**src/rtl/tbman_arbiter.sv**
```systemverilog
// Two-requester round-robin arbiter in front of a single native slave port.
// One transfer in flight at a time: grant, issue, response.
module tbman_arbiter #(
    parameter int ADDR_W = 16,
    parameter int DATA_W = 32
) (
    input  logic              clk,
    input  logic              rst_n,
    input  logic              m0_req,
    input  logic              m0_write,
    input  logic [ADDR_W-1:0] m0_addr,
    input  logic [DATA_W-1:0] m0_wdata,
    output logic              m0_gnt,
    output logic              m0_rvalid,
    output logic [DATA_W-1:0] m0_rdata,
    input  logic              m1_req,
    input  logic              m1_write,
    input  logic [ADDR_W-1:0] m1_addr,
    input  logic [DATA_W-1:0] m1_wdata,
    output logic              m1_gnt,
    output logic              m1_rvalid,
    output logic [DATA_W-1:0] m1_rdata,
    output logic              s_sel,
    output logic              s_write,
    output logic [ADDR_W-1:0] s_addr,
    output logic [DATA_W-1:0] s_wdata,
    input  logic [DATA_W-1:0] s_rdata,
    output logic              busy
);

    typedef enum logic [1:0] {
        IDLE,
        ISSUE,
        RESP
    } state_t;

    state_t            state_q, state_d;
    logic              owner_q, owner_d;
    logic              last_q, last_d;
    logic              sel_q, sel_d;
    logic              write_q, write_d;
    logic [ADDR_W-1:0] addr_q, addr_d;
    logic [DATA_W-1:0] wdata_q, wdata_d;
    logic              rv0_q, rv0_d;
    logic              rv1_q, rv1_d;

    logic idle;
    logic win1;
    logic any_req;

    // With both requesting, the side that did not own the last transfer wins
    assign idle    = (state_q == IDLE);
    assign any_req = m0_req | m1_req;
    assign win1    = m1_req & (~m0_req | ~last_q);

    assign m0_gnt = idle & m0_req & ~win1;
    assign m1_gnt = idle & win1;

    always_comb begin
        state_d = state_q;
        owner_d = owner_q;
        last_d  = last_q;
        write_d = write_q;
        addr_d  = addr_q;
        wdata_d = wdata_q;
        sel_d   = 1'b0;
        rv0_d   = 1'b0;
        rv1_d   = 1'b0;
        unique case (state_q)
            IDLE: begin
                if (any_req) begin
                    state_d = ISSUE;
                    owner_d = win1;
                    sel_d   = 1'b1;
                    write_d = win1 ? m1_write : m0_write;
                    addr_d  = win1 ? m1_addr  : m0_addr;
                    wdata_d = win1 ? m1_wdata : m0_wdata;
                end
            end
            ISSUE: begin
                state_d = RESP;
                rv0_d   = ~owner_q;
                rv1_d   = owner_q;
            end
            RESP: begin
                state_d = IDLE;
                last_d  = owner_q;
            end
            default: state_d = IDLE;
        endcase
    end

    always_ff @(posedge clk or negedge rst_n) begin
        if (!rst_n) begin
            state_q <= IDLE;
            owner_q <= 1'b0;
            last_q  <= 1'b1;
            sel_q   <= 1'b0;
            write_q <= 1'b0;
            addr_q  <= '0;
            wdata_q <= '0;
            rv0_q   <= 1'b0;
            rv1_q   <= 1'b0;
        end else begin
            state_q <= state_d;
            owner_q <= owner_d;
            last_q  <= last_d;
            sel_q   <= sel_d;
            write_q <= write_d;
            addr_q  <= addr_d;
            wdata_q <= wdata_d;
            rv0_q   <= rv0_d;
            rv1_q   <= rv1_d;
        end
    end

    assign s_sel     = sel_q;
    assign s_write   = write_q;
    assign s_addr    = addr_q;
    assign s_wdata   = wdata_q;
    assign m0_rvalid = rv0_q;
    assign m1_rvalid = rv1_q;
    assign m0_rdata  = s_rdata;
    assign m1_rdata  = s_rdata;
    assign busy      = ~idle;

endmodule

```
**config.mk**
```make
export PLATFORM = sky130hd
export DESIGN_NAME = tbman_arbiter
export DESIGN_NICKNAME = d
export VERILOG_FILES = /design/src/rtl/tbman_arbiter.sv
export SDC_FILE = /design/constraint.sdc
export NUM_CORES = 1
export LEC_CHECK = 0
export BUFFER_PORTS_ARGS = -buffer_cell sky130_fd_sc_hd__buf_2
export CAP_MARGIN = 20
export CORE_MARGIN = 2
export CORE_UTILIZATION = 30
export DETAILED_ROUTE_END_ITERATION = 16
export GPL_TIMING_DRIVEN = 0
export PLACE_DENSITY = 0.7
export SKIP_CTS_REPAIR_TIMING = 1
export SYNTH_ARGS = -nofsm -noshare
export SYNTH_HDL_FRONTEND = slang
export SYNTH_SLANG_ARGS = --single-unit
```
**constraint.sdc**
```tcl
create_clock -name clk -period 1.6 [get_ports clk]
set_input_delay 0.24 -clock clk [delete_from_list [all_inputs] [get_ports clk]]
set_output_delay 0.24 -clock clk [all_outputs]
set_load 0.005 [all_outputs]
```
==> flow_summary.toml <==
[status]
run_status = "finished with violations"
violations = "negative hold slack, negative setup slack"

[synthesis]
synth_seq_cells = 56
ys.warnings.count = 0
synth_top_flop_cell = "sky130_fd_sc_hd__dfrtp_1"
ys_types = 16
synth.avg_cell_area_um2 = 14.6
synth.top_cell.area_share = 0.397
ys_async_sr_fraction = 1.00
netlist_instances = 244
yosys.area.top_type = "sky130_fd_sc_hd__mux2_4"
synth_fp_nets = 378
synth_edf_count = 0
synth.yosys.seq_area_share = 0.395
mappedNetlistArea_mm2 = 0.00355
ys_top_cells_by_area = "sky130_fd_sc_hd__mux2_4 (40%), sky130_fd_sc_hd__dfrtp_1 (39%), sky130_fd_sc_hd__buf_4 (15%), sky130_fd_sc_hd__buf_8 (1.7%), sky130_fd_sc_hd__mux2_2 (1.6%)"

[sta]
rsz0062_at_grt = "true"
timing.final.setup_violations = 49
clock.fmax_ghz = 0.574
report.final.slew_viol_count = 0
tightestPinTransition_ns = 0.663
fin_worst_hold_slack_ns = -0.0231
fin_skew_ns = 0.00401
hold_viol = 26
totalNegativeSetupSlack_ns = -5.48
finalCriticalPeriod_ns = 1.74
period_share = 1.09
timing.final.ws_setup_ns = -0.141
max-slew-margin-rel = 0.558

[routing]
dr.pass1.iters = 4
routed_wirelength_normalized_by_instance_count_um = 13.6
antenna_violating_nets_left = 0
route.detailed.vias_per_inst = 4.16
route.final.wire_length_mm = 8.50
drcViolationCount = 0
route.vias.total = 2600
initialDrtViolationCount = 54

[critical_path]
worst_path_max_delay_cell = "sky130_fd_sc_hd__dfstp_2"
critical_path.max_stage_delay_ns = 0.53
endpoint_arrival_time_on_the_critical_path_ns = 1.92
worstPathMaxFanout = 5
crit_required_ns = 1.78
worst_setup_path_end_kind = "flip-flop"
cp_cell_sequence = "a21bo_1 -> buf_8 -> buf_4 -> clkbuf_16 -> mux2_4 -> mux2_4"
start_kind = "flip-flop"
crit_type = "reg2reg"
cp.buffers_inverters = 3
critical_path.top_delay_family = "multiplexers"
crit_path_most_repeated_cell = "sky130_fd_sc_hd__mux2_4"

[layout]
finish.utilization = 0.451
antennaDiodeCount = 0
filler_cell_count = 1086
seq_area_mm2 = 0.00140
area_taken_by_multi_input_logic_gates_mm2 = 0.00155
num-nets-final = 615
final_layout_size_suffix_gt1_frac = 0.861
areaGrowthSynthToFinish_pct = 45.7

[clocking]
cts.path.max_buffers = 2
insertion_delay_ns = 0.29
cts-htree-levels = 2
cts_tree = "yes"
clock-sinks = 56
cts.reportedPaths.clkPinSlew_ns = 0.07
cts-buffers-inserted = 5
cts-root-buf = "sky130_fd_sc_hd__clkbuf_16"

[global_routing]
grt_antenna_before_repair = 0
grt_pass1_wl_mm = 13.2
grt.overflow.total = 0
vias_in_the_first_global_route = 2711
grt_start_max_net_pins = 30
grt_util_all_layers = 0.127

[placement]
gp_congestion = 0.745
hpwl_mm = 6.83
io_buffers = 220

[power_and_ir_drop]
static_leakage_uw = 0.00291
irDropWorstVdd_v = 0.000720
power-per-cell-area_mw_per_mm2 = 1480

[floorplanning]
dieWidth_um = 113
io_pins = 253
core_area_mm2 = 0.0115
initial_core_utilization = 0.310
floorplan.rows = 39
floorplan.die_area_mm2 = 0.0127
die-height_um = 113

[hold_path]
min_path_type = "in2async"

[flow_run]
cap_viol_max_count = 0
-- state kept, by name, indices dropped and copies added, names as in the netlist --
name / cells
s_sel: 1
s_write: 1
m0_rvalid: 1
owner_q: 1
state_q: 2
m1_rvalid: 1
last_q: 1
s_addr: 16
s_wdata: 32
-- routing by layer --
layer | vias up | GRT usage | wire (µm)
met5 | - | 0 | 0
met2 | 148 | 0.236 | 4420
met4 | 0 | 0.0317 | 55
met3 | 2 | 0.0182 | 690
li1 | 1244 | - | -
met1 | 1206 | 0.154 | 3340
-- path summary, 6_finish.rpt --
path                               end  depth (start not counted)        from  slack [ns]
setup / recovery           s_wdata[13]                          6      last_q       -0.14
hold / removal              s_wdata[4]                          1       rst_n       -0.02
setup reg to reg           s_wdata[13]                          6      last_q       -0.14
hold reg to reg             state_q[1]                          1  state_q[1]        0.50
max in group asynchronous      s_write                          2       rst_n        1.04
min in group clk            state_q[0]                          2      m1_req        0.18
-- through the flow --
step           cell area (µm²)  hold WS (ns)  total power, µW  setup WS (ns)  cells
2_1_floorplan             3550       -0.0556             5050         0.0309    244
3_3_place_gp              4830         0.458             6300         -0.130    607
3_5_place_dp              4850         0.309             6390         -0.138    608
4_1_cts                   5000      -0.00312             7560         -0.239    616
5_1_grt                   5180        0.0398             8120         -0.186    625
6_report                  5180       -0.0231             7640         -0.141    625
-- cell type report --
class | instances | share of cell area
multi-input cells | 110 | 0.300
flip-flops and latches | 56 | 0.271
well taps | 143 | 0.0346
repair buffers | 230 | 0.239
clock inverters | 1 | 0.00145
inverters | 2 | 0.00145
plain buffers | 76 | 0.125
clock buffers | 7 | 0.0276
-- cells in the mapped netlist, types with 2 or more instances --
library cell              number
sky130_fd_sc_hd__and2_1        2
sky130_fd_sc_hd__nor2b_1       2
sky130_fd_sc_hd__mux2_4       94
sky130_fd_sc_hd__buf_4        69
sky130_fd_sc_hd__buf_6         2
sky130_fd_sc_hd__nor2_1        2
sky130_fd_sc_hd__inv_1         2
sky130_fd_sc_hd__buf_8         4
sky130_fd_sc_hd__mux2_2        5
sky130_fd_sc_hd__o21a_1        2
sky130_fd_sc_hd__dfrtp_1      55
-- cells in the final DEF, fill, tap and decap left out, types with 2 or more instances in the layout --
| cell | synthesis | routed |
|---|---|---|
| sky130_fd_sc_hd__and2_1 | 2 | 2 |
| sky130_fd_sc_hd__buf_12 | 0 | 8 |
| sky130_fd_sc_hd__buf_2 | 1 | 220 |
| sky130_fd_sc_hd__buf_4 | 69 | 72 |
| sky130_fd_sc_hd__buf_6 | 2 | 3 |
| sky130_fd_sc_hd__clkbuf_16 | 0 | 6 |
| sky130_fd_sc_hd__dfrtp_1 | 55 | 55 |
| sky130_fd_sc_hd__inv_1 | 2 | 2 |
| sky130_fd_sc_hd__mux2_2 | 5 | 2 |
| sky130_fd_sc_hd__mux2_4 | 94 | 97 |
| sky130_fd_sc_hd__nor2_2 | 0 | 2 |
| sky130_fd_sc_hd__nor2b_1 | 2 | 2 |
| sky130_fd_sc_hd__o21a_1 | 2 | 2 |
-- where the power goes --
| part | total (µW) | switching, µW | internal, µW |
|---|---|---|---|
| registers | 2550 | 391 | 2160 |
| clock network | 1110 | 488 | 625 |
| logic | 3980 | 1400 | 2580 |
| total | 7640 | 2280 | 5360 |
-- logic make-up after synthesis --
kind of cell / after synthesis / synth area share
buffers and inverters: 78 / 0.173
muxes: 99 / 0.413
DFF: 56 / 0.395
AOI/OAI and AO/OA: 4 / 0.00880
and+or+nand+nor: 7 / 0.0109
Note: power is estimated with default switching activity, not from simulation.
